## src/rtl/rec_pkg.sv

```systemverilog
// Shared FSM state encoding for the record/playback controller.
package rec_pkg;

    localparam logic [1:0] ST_IDLE = 2'd0;
    localparam logic [1:0] ST_REC  = 2'd1;
    localparam logic [1:0] ST_PLAY = 2'd2;
    localparam logic [1:0] ST_STOP = 2'd3;

    typedef enum logic [1:0] {
        S_IDLE = ST_IDLE,
        S_REC  = ST_REC,
        S_PLAY = ST_PLAY,
        S_STOP = ST_STOP
    } state_t;

endpackage

```

## src/rtl/btn_debounce.sv

```systemverilog
// Level debouncer: output follows input only after DB_CYCLES stable clks.
module btn_debounce #(
    parameter int DB_CYCLES = 1_000_000
) (
    input  logic clk,
    input  logic reset_n,
    input  logic din,
    output logic level
);

    localparam int CW = (DB_CYCLES < 2) ? 1 : $clog2(DB_CYCLES + 1);
    localparam logic [CW-1:0] LAST = CW'(DB_CYCLES - 1);

    logic [CW-1:0] cnt;

    always_ff @(posedge clk or negedge reset_n) begin
        if (!reset_n) begin
            cnt   <= '0;
            level <= 1'b0;
        end else if (din == level) begin
            cnt <= '0;
        end else if (cnt == LAST) begin
            cnt   <= '0;
            level <= din;
        end else begin
            cnt <= cnt + CW'(1);
        end
    end

endmodule

```

## src/rtl/rec_play_ctrl.sv

```systemverilog
// Record/playback controller for a sample memory and 2 s timer.
// Define DEBOUNCE_EN to debounce both buttons after synchronization.
module rec_play_ctrl
    import rec_pkg::*;
#(
    parameter int ADDR_W    = 15,
    parameter int DB_CYCLES = 1_000_000
) (
    input  logic              clk,
    input  logic              reset_n,
    input  logic              btn_rec,
    input  logic              btn_play,
    input  logic              sample_tick,
    input  logic              timer_done,
    output logic              enable_rec,
    output logic              enable_play,
    output logic              timer_clr,
    output logic              mem_we,
    output logic              mem_re,
    output logic [ADDR_W-1:0] mem_addr,
    output logic [ADDR_W-1:0] rec_len,
    output logic              fin
);

    localparam logic [ADDR_W-1:0] ADDR_MAX = {ADDR_W{1'b1}};

    logic [1:0] rec_sync;
    logic [1:0] play_sync;
    logic       rec_lvl;
    logic       play_lvl;
    logic       rec_prev;
    logic       play_prev;
    logic       rec_press;
    logic       play_press;

    always_ff @(posedge clk or negedge reset_n) begin
        if (!reset_n) begin
            rec_sync  <= '0;
            play_sync <= '0;
            rec_prev  <= 1'b0;
            play_prev <= 1'b0;
        end else begin
            rec_sync  <= {rec_sync[0], btn_rec};
            play_sync <= {play_sync[0], btn_play};
            rec_prev  <= rec_lvl;
            play_prev <= play_lvl;
        end
    end

`ifdef DEBOUNCE_EN
    btn_debounce #(.DB_CYCLES(DB_CYCLES)) u_db_rec (
        .clk     (clk),
        .reset_n (reset_n),
        .din     (rec_sync[1]),
        .level   (rec_lvl)
    );

    btn_debounce #(.DB_CYCLES(DB_CYCLES)) u_db_play (
        .clk     (clk),
        .reset_n (reset_n),
        .din     (play_sync[1]),
        .level   (play_lvl)
    );
`else
    assign rec_lvl  = rec_sync[1];
    assign play_lvl = play_sync[1];
`endif

    assign rec_press  = rec_lvl & ~rec_prev;
    assign play_press = play_lvl & ~play_prev;

    state_t            state;
    logic [ADDR_W-1:0] cnt;
    logic [ADDR_W-1:0] cnt_inc;
    logic [ADDR_W-1:0] cnt_nxt;
    logic              rec_exit;
    logic              play_exit;

    // cnt is the next address to access; it saturates rather than wraps
    assign cnt_inc = (cnt == ADDR_MAX) ? cnt : cnt + ADDR_W'(1);
    assign cnt_nxt = sample_tick ? cnt_inc : cnt;

    assign rec_exit = timer_done | rec_press |
                      (sample_tick & (cnt == ADDR_MAX));
    assign play_exit = timer_done | play_press |
                       (sample_tick & (cnt_inc == rec_len));

    always_ff @(posedge clk or negedge reset_n) begin
        if (!reset_n) begin
            state       <= S_IDLE;
            cnt         <= '0;
            mem_addr    <= '0;
            rec_len     <= '0;
            enable_rec  <= 1'b0;
            enable_play <= 1'b0;
            timer_clr   <= 1'b0;
            mem_we      <= 1'b0;
            mem_re      <= 1'b0;
            fin         <= 1'b0;
        end else begin
            timer_clr <= 1'b0;
            mem_we    <= 1'b0;
            mem_re    <= 1'b0;
            fin       <= 1'b0;
            case (state)
                S_IDLE: begin
                    if (rec_press) begin
                        state      <= S_REC;
                        enable_rec <= 1'b1;
                        timer_clr  <= 1'b1;
                        cnt        <= '0;
                        mem_addr   <= '0;
                    end else if (play_press && rec_len != '0) begin
                        state       <= S_PLAY;
                        enable_play <= 1'b1;
                        timer_clr   <= 1'b1;
                        cnt         <= '0;
                        mem_addr    <= '0;
                    end
                end
                S_REC: begin
                    if (sample_tick) begin
                        mem_we   <= 1'b1;
                        mem_addr <= cnt;
                        cnt      <= cnt_inc;
                    end
                    if (rec_exit) begin
                        state      <= S_STOP;
                        enable_rec <= 1'b0;
                        fin        <= 1'b1;
                        rec_len    <= cnt_nxt;
                    end
                end
                S_PLAY: begin
                    if (sample_tick) begin
                        mem_re   <= 1'b1;
                        mem_addr <= cnt;
                        cnt      <= cnt_inc;
                    end
                    if (play_exit) begin
                        state       <= S_STOP;
                        enable_play <= 1'b0;
                        fin         <= 1'b1;
                    end
                end
                S_STOP: begin
                    state <= S_IDLE;
                end
                default: begin
                    state <= S_IDLE;
                end
            endcase
        end
    end

endmodule
```

## config.mk

```make
export PLATFORM = sky130hd
export DESIGN_NAME = rec_play_ctrl
export DESIGN_NICKNAME = d
export VERILOG_FILES = /design/src/rtl/rec_pkg.sv /design/src/rtl/btn_debounce.sv /design/src/rtl/rec_play_ctrl.sv
export SDC_FILE = /design/constraint.sdc
export NUM_CORES = 1
export LEC_CHECK = 0
export ABC_AREA = 1
export CORE_AREA = 2 2 94 96
export CTS_BUF_LIST = sky130_fd_sc_hd__clkbuf_8
export CTS_CLUSTER_DIAMETER = 120
export DETAILED_ROUTE_END_ITERATION = 10
export DIE_AREA = 0 0 96 98
export GPL_ROUTABILITY_DRIVEN = 0
export GPL_TIMING_DRIVEN = 0
export HOLD_SLACK_MARGIN = 0.02
export PLACE_DENSITY_LB_ADDON = 0.3
export SLEW_MARGIN = 25
export SYNTH_ARGS = -nofsm -noshare
export SYNTH_HDL_FRONTEND = slang
export SYNTH_HIERARCHICAL = 1
export SYNTH_SLANG_ARGS = --single-unit
```

## constraint.sdc

```tcl
create_clock -name clk -period 3.04 [get_ports clk]
set_input_delay 0.304 -clock clk [delete_from_list [all_inputs] [get_ports clk]]
set_output_delay 0.304 -clock clk [all_outputs]
set_load 0.1 [all_outputs]
```

# Yosys cells after proc, flatten, opt, wreduce, memory -nomap -nowiden
# Cells that the tools add are included.
[word_totals]
inputBits = 6
out_inout_bits = 36
wordCells = 78
register_bits = 59
[classes]
bitwise = 10
n_reduce_logical = 13
n_mux = 28
eq_ne = 12
n_addsub = 1
[op_table]
columns = ["op", "count"]
rows = [
  ["15-bit two-way mux", 5],
  ["15-bit one-hot mux with 2 select lines", 2],
  ["15-bit by 1-bit adder with 15-bit output (second input constant)", 1],
  ["15-bit == test", 1],
  ["15-bit == test (second input constant)", 1],
  ["15-bit nonzero test", 1],
  ["1-bit two-way mux", 13],
  ["2-bit inequality test (second input constant)", 5],
  ["3-bit AND reduction", 3],
  ["2-bit two-way mux", 4],
  ["2-bit one-hot mux with 4 select lines", 1],
  ["1-bit one-hot mux with 2 select lines", 3],
  ["2-bit nonzero test", 3],
  ["1-bit bitwise AND", 4],
  ["2-bit == test (second input constant)", 2],
  ["1-bit OR", 4],
  ["2-bit AND reduction", 2],
  ["4-bit AND reduction", 1],
  ["3-bit inequality test (second input constant)", 1],
  ["2-bit by 1-bit == test with 1-bit output (second input constant)", 1],
  ["2-bit logical NOT", 1],
  ["2-bit by 1-bit inequality test with 1-bit output (second input constant)", 1],
  ["1-bit NOT", 2],
  ["2-bit OR reduction", 1],
  ["1-bit logical AND", 1],
]

# Depth between registers and ports, before layout
[depth]
ltp_word = 7
mapped_depth = 19

# Worst setup path before layout
# Ideal clock, no wire load.
[synth_path]
kind = "reg-to-reg"
start = "reg rec_len[4]"
end = "reg mem_addr[10]"
stages_incl_launch_ff = 10
arrival_ns = 2.265
required_ns = 2.970
period_less_slack_ns = 2.335
slack_ns = 0.705
cell_sequence = "dfrtp_1 > nor4_1 > nand4_1 > nand3_1 > nand2_1 > o21ai_0 > nor2_1 > clkbuf_1 > nand3_1 > nand2_1"
[synth_via]
elab_chain_len = 4
[synth_rtl]
columns = ["item", "line", "text"]
rows = [
  ["start: declaration", "rec_play_ctrl.sv:21", "output logic [ADDR_W-1:0] rec_len,"],
  ["start signal: assignment", "rec_play_ctrl.sv:131", "rec_len <= cnt_nxt;"],
  ["15-bit nonzero test", "rec_play_ctrl.sv:113", "end else if (play_press && rec_len != '0) begin"],
  ["1-bit logical AND", "rec_play_ctrl.sv:113", ""],
  ["3-bit inequality test (no source line)", "n/a", ""],
  ["3-bit AND reduction (no source line)", "n/a", ""],
  ["end signal: assignment", "rec_play_ctrl.sv:124", "mem_addr <= cnt;"],
  ["end signal: assignment", "rec_play_ctrl.sv:137", "mem_addr <= cnt;"],
  ["end: declaration", "rec_play_ctrl.sv:20", "output logic [ADDR_W-1:0] mem_addr,"],
]
# No other way between the ends.
# A chain may end at the register's enable or synchronous reset.

# Worst setup path after layout
[layout_path]
start = "reg state[0]"
end = "reg mem_addr[6]"
[layout_via]
elab_chain_len = 4
elab_cells_between_ends = 9
cone_classes = "eq/ne (4); mux (1); reduce/logical (4)"
[layout_rtl]
columns = ["item", "line", "text"]
rows = [
  ["start: declaration", "rec_play_ctrl.sv:72", "state_t state;"],
  ["start signal: assignment", "rec_play_ctrl.sv:90", "state <= S_IDLE;"],
  ["start signal: assignment", "rec_play_ctrl.sv:108", "state <= S_REC;"],
  ["start signal: assignment", "rec_play_ctrl.sv:114", "state <= S_PLAY;"],
  ["2-bit == test or 2-bit by 1-bit == test with 1-bit output (tied branches)", "rec_play_ctrl.sv:105", "case (state)"],
  ["2-bit OR reduction (no source line)", "n/a", ""],
  ["2-bit by 1-bit inequality test with 1-bit output (no source line) or 2-bit nonzero test (tied branches)", "n/a", ""],
  ["3-bit AND reduction (no source line)", "n/a", ""],
]
# Several ways; a longest one is shown, not always the timed one.

==> results.md <==
### Status
• finished, final reports clean — outcome

### Critical path
• state[0] — Critical R2R Launch
• flip-flop — crit path capture type
• 3280 ps — required time reported for the critical path endpoint
• 10 — largest driver fanout on the critical path
• state[0] — Setup crit start
• inv_1 > ha_1 > clkbuf_1 > inv_1 > o21ai_0 > nor2_1 > clkbuf_1 > nand3_1 > nand2_1 — sequence of cells on the critical path
• 2960 ps — Worst EP arrival
• sky130_fd_sc_hd__o21ai_0 — cell with the biggest individual delay on the critical path
• flip-flop — startpoint class of the critical path
• flip-flop to flip-flop — classification of the worst setup path
• 630 ps — max incr delay on CP

### Synthesis
• 59 — flip-flop and latch count after synthesis
• 6 — Yosys warning total
• 7.43 um^2 — mean cell area of the mapped netlist
• 0.00328 mm^2 — combined area of all synthesized cells
• 100% — share of flip-flops with an asynchronous set or reset after synthesis
• 452 — syn_nets
• 31 — Distinct cells, synth
• 45.1% — sequential-to-total area share from yosys stat
• 45.1% — fraction of synthesized cell area taken by the top area cell type
• 0 — Post-synth EDFFs
• 441 — synthesized instance count
• sky130_fd_sc_hd__dfrtp_1 (45%), sky130_fd_sc_hd__nand2_1 (15%), sky130_fd_sc_hd__o21ai_0 (9.0%) — leading post-synthesis cells by cell area
• sky130_fd_sc_hd__dfrtp_1 — post-synthesis cell type with the largest combined area
• sky130_fd_sc_hd__dfrtp_1 — most frequently used flop master after synthesis

### Global route
• 3.47% — GR Layer Usage met3
• 14,300 um — wire length of the first global-routing pass
• 28.2% — met2 GRT Util
• met1 — most heavily used metal layer in global routing
• 0 — initial antenna violation count
• 29.6% — global-route met1 utilization
• 0 — global route total overflow
• 31 — pin count of the biggest net entering global routing
• 2,856 — vias in the first global route
• 19.8% — overall track demand over capacity in global routing

### Final layout
• sky130_fd_sc_hd__nand2_1 (134), sky130_fd_sc_hd__o21ai_0 (59), sky130_fd_sc_hd__dfrtp_1 (59) — highest-count cells in the layout ignoring fill and taps
• 7.62% — fraction of final layout cells sized beyond drive strength 1
• sky130_fd_sc_hd__nand2_1 — most common cell after layout, fill and taps aside
• 25.6% — relative area change from synthesis to final layout
• 505 — Post-layout nets
• 0 — total inserted antenna cells

### Placed design
• 40 — count of port buffers added during placement
• 321 ps — minimum setup slack after placement
• 6330 um — post-detailed-placement half-perimeter wirelength

### Die
• 38.7% — effective utilization at floorplan
• 42 — number of top-level design ports
• 0.00847 mm^2 — core footprint
• 0.00941 mm^2 — Die Outline Area
• 34 — standard-cell row count
• 98 um — vertical extent of the die
• 96 um — die width

### CTS
• 59 — CTS sink cnt
• 0 — total of cells resized after clock tree synthesis
• sky130_fd_sc_hd__clkbuf_8 — clock tree root driver cell
• 2 — maximum buffer depth of the clock tree
• 0 — postcts setup bufs
• 3 — number of H-tree levels
• 9 — number of buffers inserted during clock tree synthesis
• yes — CTS tree
• 70 ps — clock transition at the registers of the reported paths
• 350 ps — source-to-sink clock delay at the later pin of the worst-skew pair

### Worst hold path
• rec_sync[0] — Worst Hold Launch
• flip-flop to flip-flop — Tightest Hold Check Type

### STA
• 2720 ps — minimum period implied by the final worst setup slack
• 5.63 ps — worst clock skew
• 0 — Pins Over Slew Limit
• 89.3% — Tcrit/Tclk final
• 34.7% — max-slew headroom at the worst pin
• 0 — number of hold violations in the final report
• no — RSZ-0062 raised after global routing
• 368 MHz — Highest Clock Rate
• 325 ps — final worst setup slack
• 976 ps — measured slew at the worst slew-check pin
• 0 — Final setup violation count

### Detailed routing
• 5.11 — via-per-instance ratio
• 4 — iteration count of the initial detailed-routing pass
• 14.0 um — wire length per cell
• 3,099 — total via count in the routed design
• 0 — count of unresolved DRC violations after routing
• 8490 um — total length of routed wires
• 242 — count of routing violations after the opening detailed-route iteration
• 0 — Routed Antenna Nets

### Run
• 0 — max_cap viols

-- per-layer routing --
layer  up-vias  part of all wire (%)
li1       1551                     -
met1      1448                    48
met2        88                    45
met3        12                   5.3
met4         0                   2.1
met5         -                     0
-- worst max-delay path: cells and delay by family (launching register included) --
| kind | cells | cell delay, ps |
|---|---|---|
| simple gates | 3 | 410 |
| fa+ha+maj | 1 | 270 |
| buf+inv | 4 | 880 |
| compound gates | 1 | 630 |
| flops | 1 | 400 |
-- flip-flops by register name, summed over array words and instances, names as in the netlist, 2 cells and up --
signal and flops:
mem_addr 15, rec_sync 2, play_sync 2, cnt 15, rec_len 15, state 2
-- through the flow --
stage                     hold slack (ps)  TNS, ps  cell area (um^2)  util, %  std cells
after floorplan                      8.41        0              3280        -        441
after global placement                332   -12770              3810     45.0        589
after detailed placement              266        0              3830     45.2        590
after CTS                             352        0              4110     48.6        607
after global routing                  356        0              4110     48.6        607
final                                 350        0              4110     48.6        607
-- final cells by class --
class	instances	area (um^2)
clock buffer	11	151
tap	108	135
clock inverter	5	124
fill	811	4350
sequential	59	1480
buffer	16	77.6
multi-input combinational	318	1540
timing repair buffer	42	428
inverter	48	181
-- timing repair --
action,in CTS,in global routing
hold endpoints to repair,29,0
setup endpoints to repair,0,0
hold buffers,1,0
-- worst paths after layout --
kind | slack, ps | cells after the start | endpoint
max | 320 | 9 | mem_addr[6]
min | 350 | 0 | rec_sync[1]
max reg2reg | 320 | 9 | mem_addr[6]
min reg2reg | 350 | 0 | rec_sync[1]
max in group asynchronous | 2130 | 3 | cnt[1]
min in group asynchronous | 430 | 2 | rec_len[6]
-- synthesized netlist by cell type (3+ instances only) --
cell / number
sky130_fd_sc_hd__clkbuf_1: 10
sky130_fd_sc_hd__nand3_1: 53
sky130_fd_sc_hd__ha_1: 5
sky130_fd_sc_hd__nor2_1: 20
sky130_fd_sc_hd__o22ai_1: 6
sky130_fd_sc_hd__xor2_1: 5
sky130_fd_sc_hd__nand2_1: 134
sky130_fd_sc_hd__dfrtp_1: 59
sky130_fd_sc_hd__o21ai_0: 59
sky130_fd_sc_hd__nand3_2: 4
sky130_fd_sc_hd__nand2_2: 5
sky130_fd_sc_hd__inv_1: 44
sky130_fd_sc_hd__nand3b_1: 3
sky130_fd_sc_hd__nand4_1: 8
sky130_fd_sc_hd__nor4_1: 3
-- cell families (layout without fill, tap and decap cells) --
kind of cell | count (synthesis) | count (layout) | synth area share, %
AOI/OAI and AO/OA | 71 | 71 | 11.3
xor gates and xnor gates | 6 | 6 | 1.60
and+or+nand+nor | 236 | 236 | 32.2
DFF | 59 | 59 | 45.1
buffers and inverters | 64 | 122 | 7.91
adders and majority gates | 5 | 5 | 1.91
Power is left out: the tool's default activity adds up to more than one toggle a clock period on the data nets, which glitch-free logic cannot reach.
